===== config.mk =====
export PLATFORM = sky130hd
export DESIGN_NAME = exp5_detector_jogada
export DESIGN_NICKNAME = d
export VERILOG_FILES = /design/src/rtl/exp5_detector_jogada.sv
export SDC_FILE = /design/constraint.sdc
export NUM_CORES = 1
export LEC_CHECK = 0
export BUFFER_PORTS_ARGS = -buffer_cell sky130_fd_sc_hd__buf_4
export CORE_AREA = 2 2 62 64
export CTS_CLUSTER_SIZE = 40
export DETAILED_ROUTE_END_ITERATION = 10
export DIE_AREA = 0 0 64 66
export GPL_TIMING_DRIVEN = 0
export HOLD_SLACK_MARGIN = 0.08
export PLACE_DENSITY = 0.65
export SLEW_MARGIN = 20
export SYNTH_ARGS = -nofsm -noshare
export SYNTH_HDL_FRONTEND = slang
export SYNTH_SLANG_ARGS = --single-unit

===== constraint.sdc =====
create_clock -name clock -period 2.6 [get_ports clock]
set_input_delay 0.52 -clock clock [delete_from_list [all_inputs] [get_ports clock]]
set_output_delay 0.52 -clock clock [all_outputs]
set_load 0.05 [all_outputs]

===== src/rtl/exp5_detector_jogada.sv =====
// exp5_detector_jogada
//   Conditions the raw player push-buttons for the game control unit. The buttons pass
//   through a 2-flop synchronizer. A press must be stable for DEBOUNCE_CICLOS cycles
//   before it is recognised, and a release must also be debounced before a new press is
//   accepted. A recognised press either produces a one-cycle 'jogada' strobe with its
//   one-hot value, or a one-cycle 'ignorada' strobe. The press is ignored when more than
//   one button is held or when the control unit is not waiting.
//   Optional feature: define EXP5_TIMEOUT_EN to add an idle-timeout strobe. With the
//   macro undefined, 'timeout' is tied to 0.
module exp5_detector_jogada #(
   parameter int N_BOTOES        = 4,
   parameter int DEBOUNCE_CICLOS = 50000,
   parameter int TIMEOUT_CICLOS  = 250000000
) (
   input  logic                clock,
   input  logic                reset,
   input  logic [N_BOTOES-1:0] botoes,
   input  logic                habilita,
   output logic                jogada,
   output logic [N_BOTOES-1:0] valor_jogada,
   output logic                ignorada,
   output logic                timeout,
   output logic [2:0]          db_estado
);

   localparam int            CW      = $clog2(DEBOUNCE_CICLOS);
   localparam logic [CW-1:0] CNT_FIM = CW'(DEBOUNCE_CICLOS - 1);

   // Reject parameter values the counters cannot represent.
   if (DEBOUNCE_CICLOS < 2) begin : g_chk_debounce
      $error("DEBOUNCE_CICLOS must be at least 2");
   end
   if (TIMEOUT_CICLOS < 2) begin : g_chk_timeout
      $error("TIMEOUT_CICLOS must be at least 2");
   end

   typedef enum logic [2:0] {
      OCIOSO        = 3'd0,
      FILTRA        = 3'd1,
      PULSO         = 3'd2,
      DESCARTA      = 3'd3,
      ESPERA_SOLTAR = 3'd4
   } estado_t;

   estado_t             estado, prox_estado;
   logic [N_BOTOES-1:0] sinc1, s, cap;
   logic [CW-1:0]       cnt;
   logic                cnt_zera, cnt_inc, cap_carrega, valor_carrega;
   logic                cap_um_quente;

   // The captured value is accepted only when exactly one bit is set.
   assign cap_um_quente = (cap != '0) && ((cap & (cap - N_BOTOES'(1))) == '0);

   // Two-flop synchronizer for the asynchronous buttons.
   always_ff @(posedge clock) begin
      // NOTE: sequential state always uses non-blocking assignments, so every flop
      // samples the values from before the edge, whatever order the blocks run in.
      if (reset) begin
         sinc1 <= '0;
         s     <= '0;
      end else begin
         sinc1 <= botoes;
         s     <= sinc1;
      end
   end

   // State register, debounce counter, capture and output value registers.
   always_ff @(posedge clock) begin
      if (reset) begin
         // Reset goes to ESPERA_SOLTAR so that a button held through reset must be
         // released before it can count as a press.
         estado       <= ESPERA_SOLTAR;
         cnt          <= '0;
         cap          <= '0;
         valor_jogada <= '0;
      end else begin
         estado <= prox_estado;
         if (cnt_zera)
            cnt <= '0;
         else if (cnt_inc)
            cnt <= cnt + CW'(1);
         if (cap_carrega)
            cap <= s;
         // Loaded on the edge into PULSO, so the value appears together with jogada.
         if (valor_carrega)
            valor_jogada <= cap;
      end
   end

   // Next-state logic and datapath controls.
   always_comb begin
      // NOTE: every signal gets a default before the case statement, so no path can
      // leave one unassigned and infer a latch.
      prox_estado   = estado;
      cnt_zera      = 1'b0;
      cnt_inc       = 1'b0;
      cap_carrega   = 1'b0;
      valor_carrega = 1'b0;
      case (estado)
         OCIOSO: begin
            if (s != '0) begin
               prox_estado = FILTRA;
               cap_carrega = 1'b1;
               cnt_zera    = 1'b1;
            end
         end
         FILTRA: begin
            if (s == '0) begin
               prox_estado = OCIOSO;
            end else if (s != cap) begin
               // A bounce or a change of buttons restarts the stability window.
               cap_carrega = 1'b1;
               cnt_zera    = 1'b1;
            end else if (cnt == CNT_FIM) begin
               // habilita is only examined here, when the press is complete.
               if (habilita && cap_um_quente) begin
                  prox_estado   = PULSO;
                  valor_carrega = 1'b1;
               end else begin
                  prox_estado = DESCARTA;
               end
            end else begin
               cnt_inc = 1'b1;
            end
         end
         PULSO, DESCARTA: begin
            prox_estado = ESPERA_SOLTAR;
            cnt_zera    = 1'b1;
         end
         ESPERA_SOLTAR: begin
            if (s != '0) begin
               cnt_zera = 1'b1;
            end else if (cnt == CNT_FIM) begin
               prox_estado = OCIOSO;
               cnt_zera    = 1'b1;
            end else begin
               cnt_inc = 1'b1;
            end
         end
         default: begin
            prox_estado = ESPERA_SOLTAR;
            cnt_zera    = 1'b1;
         end
      endcase
   end

   // Moore decodes of the state.
   assign jogada    = (estado == PULSO);
   assign ignorada  = (estado == DESCARTA);
   assign db_estado = estado;

`ifdef EXP5_TIMEOUT_EN
   localparam int            TW       = $clog2(TIMEOUT_CICLOS);
   localparam logic [TW-1:0] TCNT_FIM = TW'(TIMEOUT_CICLOS - 1);

   logic [TW-1:0] tcnt;

   // Idle timer: runs only while idle and enabled, and pulses timeout once per period.
   always_ff @(posedge clock) begin
      if (reset) begin
         tcnt    <= '0;
         timeout <= 1'b0;
      end else if (estado == OCIOSO && habilita) begin
         if (tcnt == TCNT_FIM) begin
            tcnt    <= '0;
            timeout <= 1'b1;
         end else begin
            tcnt    <= tcnt + TW'(1);
            timeout <= 1'b0;
         end
      end else begin
         tcnt    <= '0;
         timeout <= 1'b0;
      end
   end
`else
   assign timeout = 1'b0;
`endif

endmodule


After elaboration in Yosys (flattened, before gate mapping)
Cells that the tools add are included.
Widths: inputs -> output; s select.
Storage, ports and cells
  register bits: 35
  bits of input ports: 7
  output and inout bits: 10
  logic and storage cells: 54
Operators by class
  add/sub/neg operators: 2
  equality and inequality tests: 11
  muxes and demuxes: 25
  bitwise logic cells: 1
  reduce and logical (&&, ||, !) cells: 9
Operators with widths (count)
  $mux 3: 6
  $add 16x1->16 const B: 1
  $eq 16x16->1 const B: 1
  $mux 1: 15
  $pmux 3 s3: 1
  $logic_not 4->1: 2
  $reduce_bool 4->1: 2
  $eq 3x2->1 const B: 2
  $ne 2x2->1 const B: 3
  $ne 3x3->1 const B: 2
  $reduce_and 5->1: 1
  $and 4x4->4: 1
  $ne 4x4->1: 1
  $pmux 1 s2: 2
  $sub 4x1->4 const B: 1
  $eq 3x1->1 const B: 1
  $eq 3x3->1 const B: 1
  $logic_not 3->1: 1
  $pmux 1 s3: 1
  $logic_and 1x1->1: 2
  $reduce_or 2->1: 1

Logic depth before layout (Yosys ltp)
Gate-level depths: netlist of the first run.
  word-level depth: 10
  depth in mapped cells: 8
  mapped depth without buffers: 6

Worst setup path after synthesis of the first run
Ideal clock, no wire load.
  path kind: reg-to-output
  from: register estado[1] (netlist: db_estado[1])
  to: output port jogada
  arrival: 2.110 ns
  required time: 2.080 ns
  path slack: -0.030 ns
  cell stages (with the launch flop): 3
  path buffers: 1
  cells stage by stage: dfxtp_1 -> clkbuf_1 -> nor3b_1
Between the ends
  longest elaborated chain between the ends: 1
RTL lines
  start: declaration: line 45  | estado_t estado, prox_estado;
  start signal: assignment: line 77  | estado <= prox_estado;
  $eq 3x2->1: line 148  | assign jogada = (estado == PULSO);
  end: declaration: line 19  | output logic jogada,
Every way passes these cells.

Final worst setup path of the first run
  from: register cnt[0]
  to: register cnt[3]
Between the ends
  longest elaborated chain between the ends: 5
  elaborated cells between the ends (all ways): 11
  classes of those cells: 1 x add/sub; 1 x eq/ne; 8 x mux; 1 x reduce/logical
RTL lines
  start: declaration: line 47  | logic [CW-1:0] cnt;
  start signal: assignment: line 81  | cnt <= cnt + CW'(1);
  $eq 16x16->1: line 114, 133
  $mux 1, on equally long branches: line 133, 114
  $mux 1, on equally long branches: line 131, 110
  $pmux 1 s3 or $mux 1 (tied branches): line 99, 108
  $reduce_or 2->1 (no line) or $pmux 1 s2 (tied branches)
Parallel ways exist; a longest one is shown, timed or not.
A chain may end at the register's enable or synchronous reset.

==> results of run 1 <==
-- critical path, delay by kind of cell (launching register included) --
kind                       cells  cell delay (ns)
AOI/OAI and AO/OA              3             0.47
and+or+nand+nor                2             0.82
DFF                            1             0.40
buffers and inverters          1             0.27
adders and majority gates      1             0.27
-- area by class of cell --
cell class | count | area [µm²]
Buffer | 10 | 70.1
Sequential cell | 35 | 701
Fill cell | 324 | 1580
Timing Repair Buffer | 15 | 113
Clock buffer | 5 | 37.5
Clock inverter | 3 | 23.8
Inverter | 2 | 7.51
Tap cell | 48 | 60.1
Multi-Input combinational cell | 139 | 963
-- routing by layer --
metal	track usage [%]	wire [µm]	vias up
li1	-	-	745
met1	21.7	1570	722
met2	35.5	1890	28
met3	5.11	112	9
met4	10.9	78	0
met5	0	0	-
-- where the power goes --
group	switching [W]	leakage [nW]	total, W	internal, W
logic	0.0000412	0.362	0.0000695	0.0000284
registers	0.00000594	0.284	0.000550	0.000544
clock network	0.000202	0.0278	0.000310	0.000108
-- worst paths after layout --
path	startpoint	endpoint	slack [ns]	depth (start not counted)
worst max-delay path	cnt[0]	cnt[3]	0.25	7
worst min-delay path	botoes[1]	sinc1[1]	0.38	2
worst max register to register	cnt[0]	cnt[3]	0.25	7
worst min register to register	sinc1[0]	s[0]	0.46	1
-- cell usage after synthesis (3+ instances only) --
cell type	instances
sky130_fd_sc_hd__mux2i_1	4
sky130_fd_sc_hd__o41ai_1	3
sky130_fd_sc_hd__buf_6	3
sky130_fd_sc_hd__and3_1	4
sky130_fd_sc_hd__nand2_1	5
sky130_fd_sc_hd__o21ai_0	12
sky130_fd_sc_hd__or4_4	3
sky130_fd_sc_hd__or3_1	10
sky130_fd_sc_hd__or4_1	7
sky130_fd_sc_hd__a21oi_2	5
sky130_fd_sc_hd__clkbuf_1	3
sky130_fd_sc_hd__o31ai_1	7
sky130_fd_sc_hd__a21oi_1	15
sky130_fd_sc_hd__xnor2_1	4
sky130_fd_sc_hd__dfxtp_1	35
sky130_fd_sc_hd__nor2_1	8
sky130_fd_sc_hd__nor2b_1	8
sky130_fd_sc_hd__nand3_1	11
sky130_fd_sc_hd__nand4_1	4
-- registers in the layout (all words and copies together) (netlist names) --
signal and count:
cnt 16, cap 4, sinc1 4, valor_jogada 4, db_estado 3, s 4
-- through the flow --
stage	total power [W]	cell area [µm²]	setup WS, ns	instances
2_1_floorplan	0.000609	1740	0.439	186
3_3_place_gp	0.000630	1910	0.316	249
3_5_place_dp	0.000632	1910	0.252	249
4_1_cts	0.000941	1980	0.235	257
5_1_grt	0.000978	1980	0.00142	257
6_report	0.000929	1980	0.254	257
-- cells by family (layout without fill, tap and decap cells) --
kind of cell	Yosys count	after routing	share of synthesized area [%]
multiplexers	4	4	2.31
buffers and inverters	12	35	4.47
flip-flops	35	35	40.3
adder cells (fa/ha/maj)	1	1	0.720
AND/OR/NAND/NOR	82	82	31.6
other	1	1	0.216
AO/OA/AOI/OAI	46	46	17.8
XOR/XNOR	5	5	2.52
==> impl_metrics.ini, run 1 <==
[run_status]
outcome = completed

[timing]
clock-skew-final_ns = 0.00740
min_tclk_post_route_ns = 2.35
maxClockFrequency_ghz = 0.426
timing.slew.headroom_pct = 56.9
grt_setup_unrepaired = no
number_of_failing_hold_endpoints_at_the_final_stage = 0
min_period_over_period_pct = 90.2
setup_viol = 0
fin_worst_hold_slack_ns = 0.380
timing_max_transition_violations_final = 0
finalSetupTns_ns = 0
slew_at_the_pin_closest_to_its_max_slew_limit_ns = 0.641

[setup_path]
required_ns = 2.83
critical_path.endpoint_type = flip-flop
start_kind = flip-flop
critPathMaxFanout = 10
worst-setup-path-type = flip-flop to flip-flop
worstPathCellList = ha_1 > nand4_1 > nor4_2 > o21ai_0 > o211ai_2 > buf_4 > a21oi_1
critPathMaxStageDelay_ns = 0.54
timing.critical_path.arrival_ns = 2.58
critPathSlowestCell = sky130_fd_sc_hd__nor4_2

[power]
power_density_nw_per_um2 = 470
peakVddDrop_mv = 0.359
p_leak_nw = 0.674

[clock_tree]
tritoncts = built
ctsLongestPathBuffers = 2
h-tree-depth = 2
post_cts.repair.setup_buffers = 0
clock-sinks = 35
root_buffer = sky130_fd_sc_hd__clkbuf_4
post_cts_resized = 0
tritoncts.num_buffers = 5
ctsHoldBuffers = 0
clkTransAtPathRegs_ns = 0.12
clk-insertion-delay-late_ns = 0.34

[placement]
final_hpwl_dp_um = 2690
gp_congestion = 0.819
io_buffers = 15

[global_routing]
grt-ovfl-total = 0
grtUsageTotal_pct = 20.0
grt_start_max_net_pins = 14
global_route_wire_length_before_repair_um = 6530
first_global_vias = 1478
grt_antenna_before_repair = 0

[logic_synthesis]
ys_async_sr_fraction_pct = 0
post_synth_instance_area_um2 = 1740
yosys_register_bits = 35
synth_seq_area_share_pct = 40.3
ys.warnings.count = 0
synth_largest_type_area_fraction_pct = 40.3
synth_top_cell_by_area = sky130_fd_sc_hd__dfxtp_1
synth_enable_flop_cells = 0
synth_top_flop_cell = sky130_fd_sc_hd__dfxtp_1
postSynthAreaPerCell_um2 = 9.34
synth_nets = 194
synth.distinct_cells = 44
post_synth_main_area_contributors = sky130_fd_sc_hd__dfxtp_1 (40%), sky130_fd_sc_hd__a21oi_1 (4.3%), sky130_fd_sc_hd__or3_1 (3.6%), sky130_fd_sc_hd__o21ai_0 (3.5%), sky130_fd_sc_hd__nand3_1 (3.2%)
gate_count_post_synth = 186

[final_layout]
num_antenna_cells = 0
share_of_cells_above_drive_strength_1_pct = 23.9
most_common_cell_after_layout_fill_and_taps_aside = sky130_fd_sc_hd__dfxtp_1
syn2layout_area_growth_pct = 13.8
nNetsFinal = 216
most-common-layout-cells = sky130_fd_sc_hd__dfxtp_1 (35), sky130_fd_sc_hd__buf_4 (17), sky130_fd_sc_hd__a21oi_1 (15)
utilization_pct = 55.6

[route]
firstDrtPassIters = 4
drc_violations = 0
totalWireLength_um = 3640
ant_nets = 0
vias_per_cell = 5.85
first_iter_violations = 88
route.vias.total = 1504
detail_route.wl_per_cell_um = 14.2

[floorplan]
floorplan.rows = 22
die-area_um2 = 4220
chipHeight_um = 66
start_util_pct = 48.9
io_pins = 17
floorplan.core_area_um2 = 3550
die-width_um = 64

[run]
cap_viol_max_count = 0

[min_path]
hold_path.class = input port to flip-flop
Note: power is estimated with default switching activity, not from simulation.
==> run 2, diff against run 1 <==
Settings changed: PLACE_DENSITY 0.65 to 0.69.
==> impl_metrics.ini, run 2 (synthesized netlist as in run 1, its figures left out) <==
[route]
first_iter_violations = 93
vias_per_cell = 6.02
firstDrtPassIters = 4
drc_violations = 0
ant_nets = 0
totalWireLength_um = 4020
route.vias.total = 1548
detail_route.wl_per_cell_um = 15.6

[power]
power_density_nw_per_um2 = 547
seqPwrFrac_pct = 49.7
cell_internal_pwr_w = 0.000872
power.share.clock_pct = 44.0
total_power_w = 0.00111
peakVddDrop_mv = 0.306
switching_share_pct = 21.2
combinationalPowerShare_pct = 6.4
p_sw_w = 0.000234
p_leak_nw = 0.698

[placement]
place_ws_ns = 0.178
io_buffers = 15
gp_congestion = 0.883
final_hpwl_dp_um = 2850

[final_layout]
num_antenna_cells = 0
most-common-layout-cells = sky130_fd_sc_hd__dfxtp_1 (35), sky130_fd_sc_hd__buf_4 (17), sky130_fd_sc_hd__a21oi_1 (15)
most_common_cell_after_layout_fill_and_taps_aside = sky130_fd_sc_hd__dfxtp_1
utilization_pct = 57.0
syn2layout_area_growth_pct = 16.6
largest_reg_by_ff_count = cnt
largest_register_ff_count = 16
nNetsFinal = 216
final.fill_count = 346
share_of_cells_above_drive_strength_1_pct = 23.4

[timing]
fin_ws_ns = 0.286
slew_at_the_pin_closest_to_its_max_slew_limit_ns = 0.693
finalSetupTns_ns = 0
min_tclk_post_route_ns = 2.31
setup_viol = 0
number_of_failing_hold_endpoints_at_the_final_stage = 0
min_period_over_period_pct = 89.0
grt_setup_unrepaired = no
clock-skew-final_ns = 0.00378
maxClockFrequency_ghz = 0.432
timing.slew.headroom_pct = 53.3
timing_max_transition_violations_final = 0

[clock_tree]
root_buffer = sky130_fd_sc_hd__clkbuf_4
ctsLongestPathBuffers = 2
ctsHoldBuffers = 0
tritoncts.num_buffers = 5
post_cts_resized = 0
h-tree-depth = 2
post_cts.repair.setup_buffers = 0
clock-sinks = 35
clkTransAtPathRegs_ns = 0.11
tritoncts = built
clk-insertion-delay-late_ns = 0.34

[floorplan]
io_pins = 17
floorplan.core_area_um2 = 3550
floorplan.rows = 22
die-area_um2 = 4220
chipHeight_um = 66
die-width_um = 64
start_util_pct = 48.9

[global_routing]
global_route_wire_length_before_repair_um = 6730
grt_start_max_net_pins = 12
grt_antenna_before_repair = 0
first_global_vias = 1498
grtUsageTotal_pct = 20.3
grt-ovfl-total = 0

[setup_path]
reg2reg_depth = 7
critPathMaxFanout = 10
required_ns = 2.83
critPathSlowestCell = sky130_fd_sc_hd__nor4_4
start_kind = flip-flop
worstPathCellList = ha_1 > nand4_1 > nor4_4 > o21ai_0 > o211ai_2 > buf_4 > a21oi_1
worst-setup-path-type = flip-flop to flip-flop
reg2reg_setup_slack_ns = 0.29
timing.critical_path.arrival_ns = 2.54
critical_path.endpoint_type = flip-flop
critPathMaxStageDelay_ns = 0.46

[run]
cap_viol_max_count = 0

[min_path]
hold_path.class = input port to flip-flop
worst_hold_path.num_cells = 2

[run_status]
outcome = completed
[run 2: cell count changes in the layout (fill, tap and decap cells not counted), sizes merged]
| cell | before | now |
|---|---|---|
| bufinv | 0 | 2 |
| clkinvlp | 2 | 0 |
| clkbuf | 8 | 9 |
| inv | 3 | 2 |
[run 2: worst paths after layout]
kind                            startpoint  endpoint
worst max-delay path                cnt[0]    cnt[4]
worst min-delay path             botoes[1]  sinc1[1]
worst max register to register      cnt[0]    cnt[4]
worst min register to register    sinc1[2]      s[2]
[run 2: per-stage QoR]
step	hold slack, ns	cells	cell area (µm²)
after floorplan	0.414	186	1740
after global placement	0.420	249	1910
after detailed placement	0.424	249	1910
after CTS	0.386	257	2020
after global routing	0.389	257	2020
final	0.386	257	2020
[run 2: power groups by stage]
stage                     Sequential (W)  Combinational (W)  Clock (W)
after detailed placement        0.000562          0.0000702          0
after global placement          0.000561          0.0000681          0
after global routing            0.000551          0.0000761   0.000517
after CTS                       0.000550          0.0000704   0.000495
final                           0.000550          0.0000706   0.000487
after floorplan                 0.000560          0.0000483          0
[run 2: area by class of cell]
class,instances,area [µm²],share of cell area (%)
sequential,35,701,34.6
clock inverter,2,60.1,2.97
clock buffer,6,41.3,2.04
inverter,2,7.51,0.371
timing repair buffer,15,113,5.56
buffer,10,70.1,3.46
tap,48,60.1,2.97
multi-input combinational,139,972,48.0
[run 2: routing by layer]
metal  routed length [µm]  GRT usage [%]
met5                    0              0
met4                   58           8.70
met3                  177           4.43
met2                 2150           37.1
met1                 1630           22.6
[run 2: critical path: cells and delay by family, from the launching register on]
family	cells	cell delay (ns)
AO/OA/AOI/OAI	3	0.43
adder cells (fa/ha/maj)	1	0.31
buffers and inverters	1	0.27
flip-flops	1	0.40
AND/OR/NAND/NOR	2	0.79
==> run 3, diff against run 2 <==
Settings changed: CAP_MARGIN set to 10, CTS_CLUSTER_DIAMETER set to 80.
Clock period 2.6 ns to 2.8 ns, I/O delays scaled along.
==> impl_metrics.ini, run 3 (synthesized netlist as in run 1, its figures left out) <==
[route]
ant_nets = 0
totalWireLength_um = 3790
first_iter_violations = 70
vias_per_cell = 5.91
drc_violations = 0
firstDrtPassIters = 4
detail_route.wl_per_cell_um = 14.8
route.vias.total = 1518

[setup_path]
critical-path-top-delay-family = simple AND/OR/NAND/NOR gates
worst-setup-path-type = flip-flop to flip-flop
worstPathCellList = ha_1 > nand4_1 > nor4_2 > o21ai_0 > o211ai_2 > buf_4 > a21oi_1
required_ns = 3.04
cp_num_buf_inv = 1
critPathMaxFanout = 10
timing.critical_path.arrival_ns = 2.66
critPathSlowestCell = sky130_fd_sc_hd__nor4_2
critical_path.endpoint_type = flip-flop
start_kind = flip-flop
critPathMaxStageDelay_ns = 0.57

[power]
peakVddDrop_mv = 0.320
total_power_w = 0.000880
power_density_nw_per_um2 = 445
p_leak_nw = 0.680

[clock_tree]
root_buffer = sky130_fd_sc_hd__clkbuf_4
tritoncts = built
post_cts_resized = 0
clkTransAtPathRegs_ns = 0.11
clock-sinks = 35
ctsHoldBuffers = 0
ctsLongestPathBuffers = 2
clk-insertion-delay-late_ns = 0.35
tritoncts.num_buffers = 5
post_cts.repair.setup_buffers = 0
h-tree-depth = 2

[floorplan]
chipHeight_um = 66
die-area_um2 = 4220
io_pins = 17
die-width_um = 64
floorplan.core_area_um2 = 3550
start_util_pct = 48.9
floorplan.rows = 22

[final_layout]
num_antenna_cells = 0
share_of_cells_above_drive_strength_1_pct = 23.4
most_common_cell_after_layout_fill_and_taps_aside = sky130_fd_sc_hd__dfxtp_1
final-instance-count-excl-fill = 257
syn2layout_area_growth_pct = 13.8
largest_reg_by_ff_count = cnt
largest_register_ff_count = 16
nNetsFinal = 216
utilization_pct = 55.7
most-common-layout-cells = sky130_fd_sc_hd__dfxtp_1 (35), sky130_fd_sc_hd__buf_4 (17), sky130_fd_sc_hd__a21oi_1 (15)

[global_routing]
grtUsageTotal_pct = 20.4
first_global_vias = 1451
grt_antenna_before_repair = 0
grt_start_max_net_pins = 13
grt-ovfl-total = 0
global_route_wire_length_before_repair_um = 6580

[placement]
final_hpwl_dp_um = 2700
placedCellCount = 249
gp_congestion = 0.886
io_buffers = 15
place_ws_ns = 0.401

[timing]
setup_viol = 0
min_period_over_period_pct = 86.7
timing.slew.headroom_pct = 54.6
fin_ws_ns = 0.373
number_of_failing_hold_endpoints_at_the_final_stage = 0
timing_max_transition_violations_final = 0
grt_setup_unrepaired = no
maxClockFrequency_ghz = 0.412
min_tclk_post_route_ns = 2.43
clock-skew-final_ns = 0.00706
slew_at_the_pin_closest_to_its_max_slew_limit_ns = 0.674
finalSetupTns_ns = 0

[run_status]
outcome = completed

[min_path]
hold_path.class = input port to flip-flop

[run]
cap_viol_max_count = 0
run 3: cell types whose count changed in the layout (fill, tap and decap cells not counted), sizes merged:
cell      change
clkinvlp      +1
clkinv        +1
bufinv        -2
run 3: worst paths after layout:
check | start | to | slack [ns] | cells past startpoint
setup reg to reg | cnt[0] | cnt[4] | 0.37 | 7
setup / recovery | cnt[0] | cnt[4] | 0.37 | 7
hold reg to reg | sinc1[0] | s[0] | 0.45 | 1
hold / removal | botoes[1] | sinc1[1] | 0.42 | 2
run 3: stage by stage:
step	hold WS, ns	area, µm²
after CTS	0.406	1980
after detailed placement	0.431	1910
after global placement	0.420	1910
final	0.419	1980
after floorplan	0.414	1740
after global routing	0.396	1980
run 3: worst reg2reg max path, stage by stage, from the launching register on:
cell	delay, ns
sky130_fd_sc_hd__dfxtp_1	0.41
sky130_fd_sc_hd__ha_1	0.29
sky130_fd_sc_hd__nand4_1	0.30
sky130_fd_sc_hd__nor4_2	0.57
sky130_fd_sc_hd__o21ai_0	0.23
sky130_fd_sc_hd__o211ai_2	0.20
sky130_fd_sc_hd__buf_4	0.27
sky130_fd_sc_hd__a21oi_1	0.06
run 3: final cells by class:
cell class / instances / area [µm²]
Fill cell: 329 / 1570
Multi-Input combinational cell: 139 / 958
Sequential cell: 35 / 701
Timing Repair Buffer: 15 / 113
Buffer: 10 / 70.1
Tap cell: 48 / 60.1
Clock buffer: 6 / 51.3
Clock inverter: 2 / 16.3
Inverter: 2 / 7.51
run 3: layer usage:
layer  track usage (%)  share of wire (%)  vias to the layer above
li1                  -                  -                      749
met2              35.8                 51                       27
met3              6.64                3.6                        5
met4              8.15                1.5                        0
met5                 0                  0                        -
met1              22.6                 43                      737
run 3: power by group:
part	internal [W]	switching (W)	leakage (nW)	total, W
combinational	0.0000264	0.0000383	0.362	0.0000647
sequential	0.000505	0.00000567	0.284	0.000511
clock	0.000124	0.000181	0.0345	0.000304
